**src/rtl/unidec_codebook.sv**
```systemverilog
// Codebook register file: one write port, two combinational read ports, a valid bit per entry.
// An entry is valid only when it was written with a non-zero length.
module unidec_codebook #(
    parameter int SYM_W     = 3,
    parameter int MAX_LEN   = 5,
    parameter int NUM_WORDS = 8,
    parameter int IDX_W     = $clog2(NUM_WORDS),
    parameter int LEN_W     = $clog2(MAX_LEN + 1)
) (
    input  logic                     clk,
    input  logic                     rst_n,
    input  logic                     wr_en,
    input  logic [IDX_W-1:0]         wr_idx,
    input  logic [MAX_LEN*SYM_W-1:0] wr_sym,
    input  logic [LEN_W-1:0]         wr_len,
    input  logic [IDX_W-1:0]         rd_idx_a,
    output logic [MAX_LEN*SYM_W-1:0] rd_sym_a,
    output logic [LEN_W-1:0]         rd_len_a,
    output logic                     rd_valid_a,
    input  logic [IDX_W-1:0]         rd_idx_b,
    output logic [MAX_LEN*SYM_W-1:0] rd_sym_b,
    output logic [LEN_W-1:0]         rd_len_b,
    output logic                     rd_valid_b
);

    logic [MAX_LEN*SYM_W-1:0] sym_mem [NUM_WORDS];
    logic [LEN_W-1:0]         len_mem [NUM_WORDS];
    logic [NUM_WORDS-1:0]     valid;

    always_ff @(posedge clk or negedge rst_n) begin
        if (!rst_n) begin
            for (int i = 0; i < NUM_WORDS; i++) begin
                sym_mem[i] <= '0;
                len_mem[i] <= '0;
            end
            valid <= '0;
        end else if (wr_en) begin
            sym_mem[wr_idx] <= wr_sym;
            len_mem[wr_idx] <= wr_len;
            valid[wr_idx]   <= (wr_len != '0);
        end
    end

    assign rd_sym_a   = sym_mem[rd_idx_a];
    assign rd_len_a   = len_mem[rd_idx_a];
    assign rd_valid_a = valid[rd_idx_a];
    assign rd_sym_b   = sym_mem[rd_idx_b];
    assign rd_len_b   = len_mem[rd_idx_b];
    assign rd_valid_b = valid[rd_idx_b];

endmodule

```
**config.mk**
```make
export PLATFORM = sky130hd
export DESIGN_NAME = unidec_codebook
export DESIGN_NICKNAME = d
export VERILOG_FILES = /design/src/rtl/unidec_codebook.sv
export SDC_FILE = /design/constraint.sdc
export NUM_CORES = 1
export LEC_CHECK = 0
export BUFFER_PORTS_ARGS = -buffer_cell sky130_fd_sc_hd__buf_2
export CAP_MARGIN = 20
export CELL_PAD_IN_SITES_DETAIL_PLACEMENT = 1
export CELL_PAD_IN_SITES_GLOBAL_PLACEMENT = 1
export CORE_UTILIZATION = 55
export CTS_BUF_LIST = sky130_fd_sc_hd__clkbuf_16
export DETAILED_ROUTE_END_ITERATION = 8
export GPL_TIMING_DRIVEN = 1
export PLACE_DENSITY = 0.9
export SYNTH_ARGS = -nofsm -noshare
export SYNTH_HDL_FRONTEND = slang
export SYNTH_SLANG_ARGS = --single-unit
export TNS_END_PERCENT = 1
```
**constraint.sdc**
```tcl
create_clock -name clk -period 2.8 [get_ports clk]
set_clock_uncertainty 0.15 [all_clocks]
set_input_delay 0.28 -clock clk [delete_from_list [all_inputs] [get_ports clk]]
set_output_delay 0.28 -clock clk [all_outputs]
set_load 0.01 [all_outputs]
```
### After elaboration in Yosys (flattened, before gate mapping)

Cells that the tools add are included.

* word-level logic and storage cells: 56
* input port bits: 30
* register bits after elaboration: 152
* output and inout port bits: 38

* bitwise logic cells: 3
* reduce and logical (&&, ||, !) cells: 3
* order comparisons: 8
* mux-type cells: 25

Operators by type and width (number)
* bitwise mux 120 bit: 1
* binary-select mux 15 bit (select 3 bit): 2
* 2-to-1 mux 15 bit: 5
* demux 15 bit (select 3 bit): 1
* bitwise mux 24 bit: 1
* binary-select mux 3 bit (select 3 bit): 2
* 2-to-1 mux 3 bit: 5
* greater-or-equal comparator 4 bit (second input constant): 3
* less-than comparator 3 x 4 -> 1 bit (second input constant): 3
* inverter 3 -> 4 bit: 3
* demux 3 bit (select 3 bit): 1
* bitwise mux 8 bit: 1
* binary-select mux 1 bit (select 3 bit): 2
* less-than comparator 4 x 1 -> 1 bit (second input constant): 1
* demux 1 bit (select 3 bit): 1
* greater-or-equal comparator 3 x 1 -> 1 bit (second input constant): 1
* 2-to-1 mux 1 bit: 3
* nonzero test 3 bit: 1
* logical AND 1 bit: 2

### Depth between registers and ports, before layout

Gate-level depths: netlist of the first run.

* depth in word-level cells: 6
* depth in mapped cells: 4
* gate-level depth less buffers: 2

### Worst setup path before layout of the first run

OpenSTA, ideal clock, no wires.

* kind: in2out
* start point: in rd_idx_a[0]
* end point: out rd_len_a[0]
* arrival time: 1.361 ns
* stages on the path: 3
* slack: 1.009 ns
* buffers on the path: 1
* required time: 2.370 ns
* path through: buf_2 mux4_2 mux2_4

* longest elaborated chain between the ends: 4

RTL lines
* from (decl): line 16 `input logic [IDX_W-1:0] rd_idx_a,`
* inverter 3 -> 4 bit (not written as such): line 45 `assign rd_len_a = len_mem[rd_idx_a];`
* binary-select mux 3 bit (select 3 bit): line 45
* 2-to-1 mux 3 bit (not written as such) (2 in series): line 45
* to (decl): line 18 `output logic [LEN_W-1:0] rd_len_a,`

No other way between the ends. The select of a mux whose other input is x is not followed.

### Worst setup path after layout of the first run

* start point: in rd_idx_b[0]
* end point: out rd_sym_b[14]

* longest elaborated chain between the ends: 4

RTL lines
* from (decl): line 20 `input logic [IDX_W-1:0] rd_idx_b,`
* inverter 3 -> 4 bit (not written as such): line 47 `assign rd_sym_b = sym_mem[rd_idx_b];`
* binary-select mux 15 bit (select 3 bit): line 47
* 2-to-1 mux 15 bit (not written as such) (2 in series): line 47
* to (decl): line 21 `output logic [MAX_LEN*SYM_W-1:0] rd_sym_b,`

No other way between the ends. The select of a mux whose other input is x is not followed.

==> reports/metrics.cfg, run 1 <==
[critical_path]
path_depth = 5
endpoint = rd_sym_b[14]
cp.arrival_ns = 1.91
worst-endpoint-required_ns = 2.37
cp-end-kind = output port
slowest_delay_ns = 0.56
cp_num_buf_inv = 3
critPathLaunch = rd_idx_b[0]
timing.rr.start = sym_mem[17]
r2r_cells = 1
crit_slowest_cell = mux4_1
ff2ff_setup_slack_ns = 1.78
critPathLaunchType = input pin
critical_path.top_delay_family = multiplexers
critPathMostFrequentCell = buf_2
path_max_fanout = 18
worstSetupPathType = input pin to output port
r2r_end = sym_mem[17]
cp_cell_sequence = buf_2, buf_12, mux4_1, mux2_4, buf_2

[global_routing]
grt_max_degree = 69
antenna_found_initial = 0
grt_pass1_vias = 5459
grt_overflow = 0
grt_use_total_pct = 28.5
grt_pass1_wl_um = 32800

[clock_tree]
clock_sinks = 152
cts_buffer_depth = 2
numCtsBuffers = 17
clock-root-buffer = clkbuf_16
cts.htree.levels = 4
cts_tree = done
clock_latency_ns = 0.43
clkTransAtPathRegs_ns = 0.06

[power_and_ir_drop]
leakage_nw = 4.15
finalPower_mw = 7.16
p_per_area_mw_per_mm2 = 755
irDropWorstVdd_v = 0.000498

[sta]
hold_viol = 0
final.period_utilization_pct = 83.7
rsz0062_at_grt = false
period_needed_ns = 2.34
hold_ws_ns = 0.0218
setup_viol = 0
fmax_mhz = 427
maxSlewViolCount = 0
max_slew_margin_pct = 38.7
max_slew.worst_pin.slew_ns = 0.914
tns_ns = 0
worst_slack_ns = 0.458

[die]
dieArea_sq_mm = 0.0157
ioPinCount = 68
start_util_pct = 56.9
rows = 44
die_h_um = 125
die-width_um = 125
coreArea_sq_mm = 0.0147

[synth]
synth_top_family_by_area = multiplexers
synthesis.nets = 493
synth_area_sq_mm = 0.00837
synth_compound_area_share_pct = 0
synth_top_area_share_pct = 45.5
syn_avg_cell_area_sq_um = 18.1
muxShareOfSynthArea_pct = 49.7
yosysWarnings = 0
yosys_register_bits = 152
yosysSeqAreaShare_pct = 45.5
synth.area.top_cells = dfrtp_1 45%, mux4_2 16%, mux2_1 16%
synth_largest_area_cell = dfrtp_1
synthAdderAreaFrac_pct = 0
postSynthCellCount = 463
ys_types = 16
synth-simple-area-share_pct = 1.20
synth_xor_area_share_pct = 0

[cells_and_area]
final_cells = 733
n_fill_cell = 1265
post-route-util_pct = 64.6
antennaDiodeCount = 0
final_net_count = 566
layout-drive-gt1-share_pct = 45.9
design_area_sq_mm = 0.00949
area_growth_pct = 13.5

[drt]
finalWirelength_um = 20300
wire_per_inst_um = 27.6
ant_nets = 0
via_per_inst = 6.46
drt-pass1-iter-count = 8
vias = 4733
drc_errors = 2
drt_iter0_drc = 261

[placed_design]
place_area_sq_mm = 0.00889
hpwl_um = 12900
dp_cells = 700
routabilityCongestion = 0.738
io_buffers = 67
pre_cts_slack_ns = 0.444

[run_status]
status = finished, violations left
failed_checks = design-rule violations

[run]
max-cap-violations = 0

[min_path]
hold_path_class = input pin to flop

synthesized netlist by cell type:
library cell and instances:
nand4b_1 3, mux4_1 16, buf_4 4, dfrtp_1 152, and4bb_1 3, buf_6 9, mux4_2 60, nor4b_1 1
nand4_4 1, buf_2 16, mux2_1 118, clkbuf_1 3, mux2_2 6, mux2_4 66, or3_1 1, buf_12 4
layer usage:
metal / share of wire (%) / GRT usage (%)
met5: 0 / 0
met4: 1.7 / 9.40
met3: 4.6 / 6.85
met2: 52 / 46.5
met1: 42 / 37.9
cell usage in the layout, fill, tap and decap left out:
cell	synthesis	layout
buf_12	4	7
buf_2	16	66
clkinvlp_4	0	2
mux2_1	118	118
clkinv_2	0	4
dlygate4sd3_1	0	1
and4bb_1	3	3
mux2_2	6	6
bufinv_16	0	3
buf_4	4	15
clkinv_4	0	3
nand4b_1	3	3
nor4b_2	0	1
mux4_2	60	60
dfrtp_1	152	152
nand4_4	1	1
clkbuf_16	0	17
or3_1	1	1
mux2_4	66	66
clkinv_1	0	1
buf_6	9	1
mux4_1	16	16
inv_1	0	2
area by class of cell:
class / count / area, sq um / share of cell area, %
clock inverter: 15 / 163 / 1.71
clock buffer: 17 / 425 / 4.48
tap: 184 / 230 / 2.43
multi-input combinational: 275 / 4270 / 44.9
timing repair buffer: 90 / 604 / 6.37
sequential: 152 / 3800 / 40.1
where the power goes:
group / internal, mW / switching [mW] / leakage [nW]
clock network: 1.39 / 0.939 / 0.292
logic: 1.12 / 0.647 / 2.04
registers: 2.68 / 0.393 / 1.81
total: 5.19 / 1.98 / 4.15
state kept, by name, indices dropped and copies added (netlist names):
register,count
sym_mem,120
len_mem,24
valid,8
cells by family (layout without fill, tap and decap cells):
family	after synthesis	in the layout
muxes	266	266
DFF	152	152
buffers and inverters	36	122
and+or+nand+nor	9	9
worst min path at each step:
stage | startpoint | end | slack (ns) | cells after the start
CTS | wr_sym[4] | sym_mem[34] | 0.008 | 2
global placement | rst_n | sym_mem[87] | 0.18 | 1
floorplan | rst_n | len_mem[0] | -0.17 | 0
detailed placement | rst_n | sym_mem[87] | 0.19 | 1
global route | wr_sym[5] | sym_mem[65] | 0.02 | 2
finish | wr_sym[4] | sym_mem[34] | 0.02 | 2
timing repair:
item | CTS | global route
hold endpoints to repair | 66 | 0
hold buffers | 1 | 0
setup buffers | 0 | 0
resized for setup | 0 | 0
Note: power is estimated with default switching activity, not from simulation.
==> run 2, diff against run 1 <==
- CORE_UTILIZATION: 55 -> 47
- PLACE_DENSITY: 0.9 -> 0.82
- clock period: 2.8 -> 1.9 ns (I/O delays scaled with it)
==> reports/metrics.cfg, run 2 (synthesis results as in run 1) <==
[critical_path]
cp.arrival_ns = 1.76  ; -0.15 ns
cp_cell_sequence = mux4_2, mux2_4, buf_6
slowest_delay_ns = 0.49  ; -0.07 ns
ff2ff_setup_slack_ns = 0.78  ; -1.00 ns
r2r_end = valid[0]
crit_slowest_cell = mux4_2
worst-endpoint-required_ns = 1.56  ; -0.81 ns
critPathLaunchType = flop
cp-end-kind = output port
worstSetupPathType = flop to output port
r2r_cells = 2  ; +1
path_max_fanout = 3  ; -15
timing.rr.start = valid[0]

[die]
rows = 48  ; +9.1%
ioPinCount = 68  ; unchanged
die-width_um = 135  ; +8.0%
die_h_um = 135  ; +8.0%
coreArea_sq_mm = 0.0174  ; +18%
start_util_pct = 48.2  ; -8.7 points
dieArea_sq_mm = 0.0183  ; +17%

[clock_tree]
numCtsBuffers = 17  ; unchanged
clock_sinks = 152  ; unchanged
cts_tree = done
clock_latency_ns = 0.43  ; about the same
clock-root-buffer = clkbuf_16
cts.htree.levels = 4  ; unchanged
clkTransAtPathRegs_ns = 0.07  ; about the same
cts_buffer_depth = 2  ; unchanged

[cells_and_area]
area_growth_pct = 19.5
largest_reg_flops = 120  ; unchanged
largest-register = sym_mem
design_area_sq_mm = 0.00999  ; +5.3%
final_common_cell = dfrtp_1
layout-drive-gt1-share_pct = 47.6  ; +1.7 points
final_cell_mix = 152 x dfrtp_1, 118 x mux2_1, 75 x mux4_2, 68 x mux2_4, 39 x buf_6
final_net_count = 586  ; +3.5%
antennaDiodeCount = 0  ; unchanged
top_regs = sym_mem x120, len_mem x24, valid x8
final_cells = 794  ; +8.3%

[sta]
period_needed_ns = 2.10
hold_viol = 0  ; unchanged
max_slew.worst_pin.slew_ns = 0.525  ; -0.389 ns
worst_slack_ns = -0.195  ; -0.653 ns
final.period_utilization_pct = 110
maxSlewViolCount = 0  ; unchanged
rsz0062_at_grt = true
hold_ws_ns = 0.126  ; +0.104 ns
setup_viol = 38  ; +38
fmax_mhz = 477
max_slew_margin_pct = 65.0  ; +26 points

[drt]
via_per_inst = 6.09  ; -5.6%
drt-pass1-iter-count = 4  ; -4
drt_iter0_drc = 237  ; -9.2%
wire_per_inst_um = 26.1  ; -5.4%
vias = 4838  ; +2.2%
finalWirelength_um = 20800  ; +2.5%
drc_errors = 0  ; -2
ant_nets = 0  ; unchanged

[global_routing]
grt_overflow = 0  ; unchanged
grt_use_total_pct = 25.2  ; -3.3 points
grt_pass1_vias = 5626  ; +3.1%
grt_max_degree = 54  ; -22%
antenna_found_initial = 0  ; unchanged
grt_pass1_wl_um = 33500  ; +2.2%

[placed_design]
hpwl_um = 12500  ; -3.3%
place_area_sq_mm = 0.00904  ; +1.7%
routabilityCongestion = 0.732  ; -0.77%
pre_cts_slack_ns = -0.0409  ; -0.485 ns
dp_cells = 741  ; +5.9%
io_buffers = 67  ; unchanged

[power_and_ir_drop]
irDropWorstVdd_v = 0.000668  ; +34%
leakage_nw = 4.25  ; +2.5%
p_per_area_mw_per_mm2 = 1080  ; +43%

[run]
max-cap-violations = 0  ; unchanged

[run_status]
failed_checks = negative setup slack
status = finished, violations left

[min_path]
hold_path_class = input pin to async pin

## run 2: final cells by class
cell class                 count  area, sq um
clock buffer                  17          425
tap                          225          282
clock inverter                15          130
fill                        1583         7360
multi-input combinational    275         4220
timing repair buffer         110         1140
sequential                   152         3800
## run 2: worst max-delay path: cells and delay by family (launching register included)
family	cells	cell delay, ns
multiplexers	2	0.79
buffers and inverters	1	0.12
flip-flops	1	0.41
## run 2: how the worst max path moves through the flow
stage / start / to / depth (start not counted)
finish: sym_mem[47] / rd_sym_a[2] / 3
CTS: sym_mem[63] / rd_sym_b[3] / 3
global route: sym_mem[32] / rd_sym_a[2] / 3
global placement: rd_idx_b[0] / rd_len_b[2] / 5
floorplan: rd_idx_a[0] / rd_len_a[0] / 3
detailed placement: rd_idx_b[0] / rd_valid_b / 5
## run 2: per-layer routing
layer	track usage [%]	vias up	part of all wire [%]
met5	0	-	0
met4	8.74	0	1.8
met3	4.94	33	2.8
met2	41.5	112	51
met1	33.4	2690	44
li1	-	2003	-
## run 2: report_power, final
group	leakage, nW	total (mW)	internal [mW]	switching [mW]
Combinational	2.18	3.02	1.98	1.04
Clock	0.259	3.26	1.80	1.46
Sequential	1.81	4.51	3.95	0.561
## run 2: metrics by stage
stage	power (mW)	utilization [%]	TNS, ns
after CTS	10.9	57.5	-6.90
after global placement	6.93	52.1	-0.0433
after detailed placement	7.17	52.1	-0.370
after global routing	11.3	57.6	-7.78
after floorplan	6.26	-	0
final	10.8	57.6	-6.14
## run 2: what timing repair did
action                                 in CTS  in global routing
setup buffers                               1                  1
setup endpoints to repair                  38                 38
hold buffers                               19                  0
endpoints found under the hold margin     233                  0
gates resized for setup                    55                  0
==> run 3, diff against run 2 <==
- BUFFER_PORTS_ARGS: -buffer_cell sky130_fd_sc_hd__buf_2 -> -buffer_cell sky130_fd_sc_hd__clkbuf_2
- CORE_UTILIZATION: 47 -> 49
- CTS_BUF_LIST: sky130_fd_sc_hd__clkbuf_16 -> sky130_fd_sc_hd__clkbuf_8
- PLACE_DENSITY: 0.82 -> 0.85
==> reports/metrics.cfg, run 3 (synthesis results as in run 1) <==
[die]
die-width_um = 133  ; -2.0%
ioPinCount = 68  ; unchanged
start_util_pct = 50.3  ; +2.1 points
rows = 47  ; -2.1%
die_h_um = 133  ; -2.0%
dieArea_sq_mm = 0.0176  ; -4.0%
coreArea_sq_mm = 0.0166  ; -4.1%

[critical_path]
worstSetupPathType = flop to output port
timing.rr.start = sym_mem[2]
path_max_fanout = 3  ; unchanged
critPathLaunchType = flop
cp.arrival_ns = 1.77  ; about the same
r2r_end = sym_mem[2]
cp-end-kind = output port
r2r_cells = 2  ; unchanged
ff2ff_setup_slack_ns = 0.78  ; about the same
worst-endpoint-required_ns = 1.56  ; about the same

[sta]
hold_ws_ns = 0.102  ; -0.0241 ns
max_slew_margin_pct = 67.5  ; +2.5 points
final.period_utilization_pct = 111  ; +0.70 points
setup_viol = 38  ; unchanged
worst_slack_ns = -0.208  ; -0.0133 ns
rsz0062_at_grt = true
maxSlewViolCount = 0  ; unchanged
hold_viol = 0  ; unchanged
period_needed_ns = 2.11  ; +0.0133 ns
fmax_mhz = 474  ; -0.63%
max_slew.worst_pin.slew_ns = 0.488  ; -0.0372 ns

[global_routing]
antenna_found_initial = 0  ; unchanged
grt_pass1_wl_um = 32800  ; -2.2%
grt_overflow = 0  ; unchanged
grt_max_degree = 48  ; -11%
grt_pass1_vias = 5487  ; -2.5%
grt_use_total_pct = 25.3  ; +0.15 points

[clock_tree]
clock_sinks = 152  ; unchanged
numCtsBuffers = 17  ; unchanged
clock-root-buffer = clkbuf_8
clock_latency_ns = 0.45  ; +0.02 ns
cts_buffer_depth = 2  ; unchanged
cts.htree.levels = 4  ; unchanged
clkTransAtPathRegs_ns = 0.08  ; about the same
cts_tree = done

[power_and_ir_drop]
clock_power_share_pct = 25.3  ; -4.9 points
internal-power_mw = 6.93  ; -10%
leakage_nw = 4.17  ; -1.9%
irDropWorstVdd_v = 0.000505  ; -24%
p_per_area_mw_per_mm2 = 1000  ; -7.3%
seqPwrFrac_pct = 46.5  ; +4.7 points
finalPower_mw = 9.67  ; -10%
p_comb_share_pct = 28.2  ; +0.2 points
swShare_pct = 28.3  ; about the same
p_switching_mw = 2.74  ; -10%

[cells_and_area]
n_fill_cell = 1484  ; -6.3%
top_regs = sym_mem x120, len_mem x24, valid x8
post-route-util_pct = 58.0  ; +0.46 points
final_common_cell = dfrtp_1
design_area_sq_mm = 0.00966  ; -3.4%
seqCellArea_sq_mm = 0.00380  ; unchanged
final_net_count = 592  ; +1.0%
multiInputGateArea_sq_mm = 0.00421  ; -0.18%
antennaDiodeCount = 0  ; unchanged
largest-register = sym_mem
final_cell_mix = 152 x dfrtp_1, 118 x mux2_1, 76 x mux4_2, 67 x mux2_4, 64 x clkbuf_2
area_growth_pct = 15.5
largest_reg_flops = 120  ; unchanged
layout-drive-gt1-share_pct = 47.8  ; +0.20 points

[placed_design]
io_buffers = 67  ; unchanged
routabilityCongestion = 0.745  ; +1.7%
hpwl_um = 13000  ; +4.3%
place_area_sq_mm = 0.00910  ; +0.62%
pre_cts_slack_ns = -0.0367  ; +0.00415 ns

[drt]
drt-pass1-iter-count = 5  ; +1
vias = 4705  ; -2.7%
wire_per_inst_um = 25.2  ; -3.7%
finalWirelength_um = 20000  ; -3.6%
drt_iter0_drc = 215  ; -9.3%
drc_errors = 0  ; unchanged
ant_nets = 0  ; unchanged
via_per_inst = 5.92  ; -2.9%

[run_status]
status = finished, violations left
failed_checks = negative setup slack

[min_path]
hold_path_class = input pin to async pin

[run]
max-cap-violations = 0  ; unchanged

## run 3: cell count changes in the layout (fill, tap and decap cells not counted), moves of 2 or more
cell	before	now
inv_6	2	0
buf_2	28	0
inv_1	0	4
clkinv_4	3	0
clkbuf_2	0	64
clkbuf_8	0	20
buf_4	9	13
buf_6	39	2
buf_12	15	17
clkinvlp_4	5	2
clkbuf_16	17	0
## run 3: worst max path at each step
stage	from	to	slack, ns	cells after the start
after floorplan	rd_idx_a[0]	rd_len_a[0]	0.29	3
after global placement	rd_idx_b[0]	rd_len_b[1]	-0.009	5
after detailed placement	rd_idx_b[0]	rd_sym_b[14]	-0.04	5
after CTS	sym_mem[14]	rd_sym_a[14]	-0.23	3
after global routing	sym_mem[35]	rd_sym_b[5]	-0.29	3
final	sym_mem[14]	rd_sym_a[14]	-0.21	3
## run 3: metrics by stage
| step | setup TNS [ns] | instances |
|---|---|---|
| CTS | -8.10 | 795 |
| global route | -9.73 | 795 |
| global placement | -0.0186 | 741 |
| floorplan | 0 | 463 |
| finish | -6.93 | 795 |
| detailed placement | -0.0549 | 741 |
## run 3: layout make-up
cell class                      count  share of cell area (%)
Sequential cell                   152                    39.4
Multi-Input combinational cell    275                    43.6
Clock inverter                     12                    1.14
Clock buffer                       20                    2.85
Timing Repair Buffer              116                    10.2
Tap cell                          220                    2.85
## run 3: critical path, cell delays in order, from the launching register on
cell and delay (ns):
dfrtp_1 0.40, mux4_2 0.50, mux2_4 0.29, buf_8 0.13
## run 3: power by group through the flow
stage,Combinational [mW],Sequential [mW],Clock (mW)
finish,2.72,4.50,2.45
CTS,2.76,4.49,2.49
floorplan,1.95,4.31,0
global placement,2.54,4.42,0
detailed placement,2.67,4.54,0
global route,2.93,4.60,2.64
## run 3: timing repair
action / in CTS / in global routing
resized for setup: 18 / 3
hold endpoints to repair: 296 / 0
endpoints found under the setup margin: 38 / 38
setup buffers: 3 / 0
hold buffers: 19 / 0
## run 3: layer usage
layer	vias to the layer above	GRT usage, %	share of wire, %
met5	-	0	0
met4	0	5.75	0.93
met3	16	4.87	5.6
met2	139	42.7	52
met1	2534	34.2	41
li1	2016	-	-
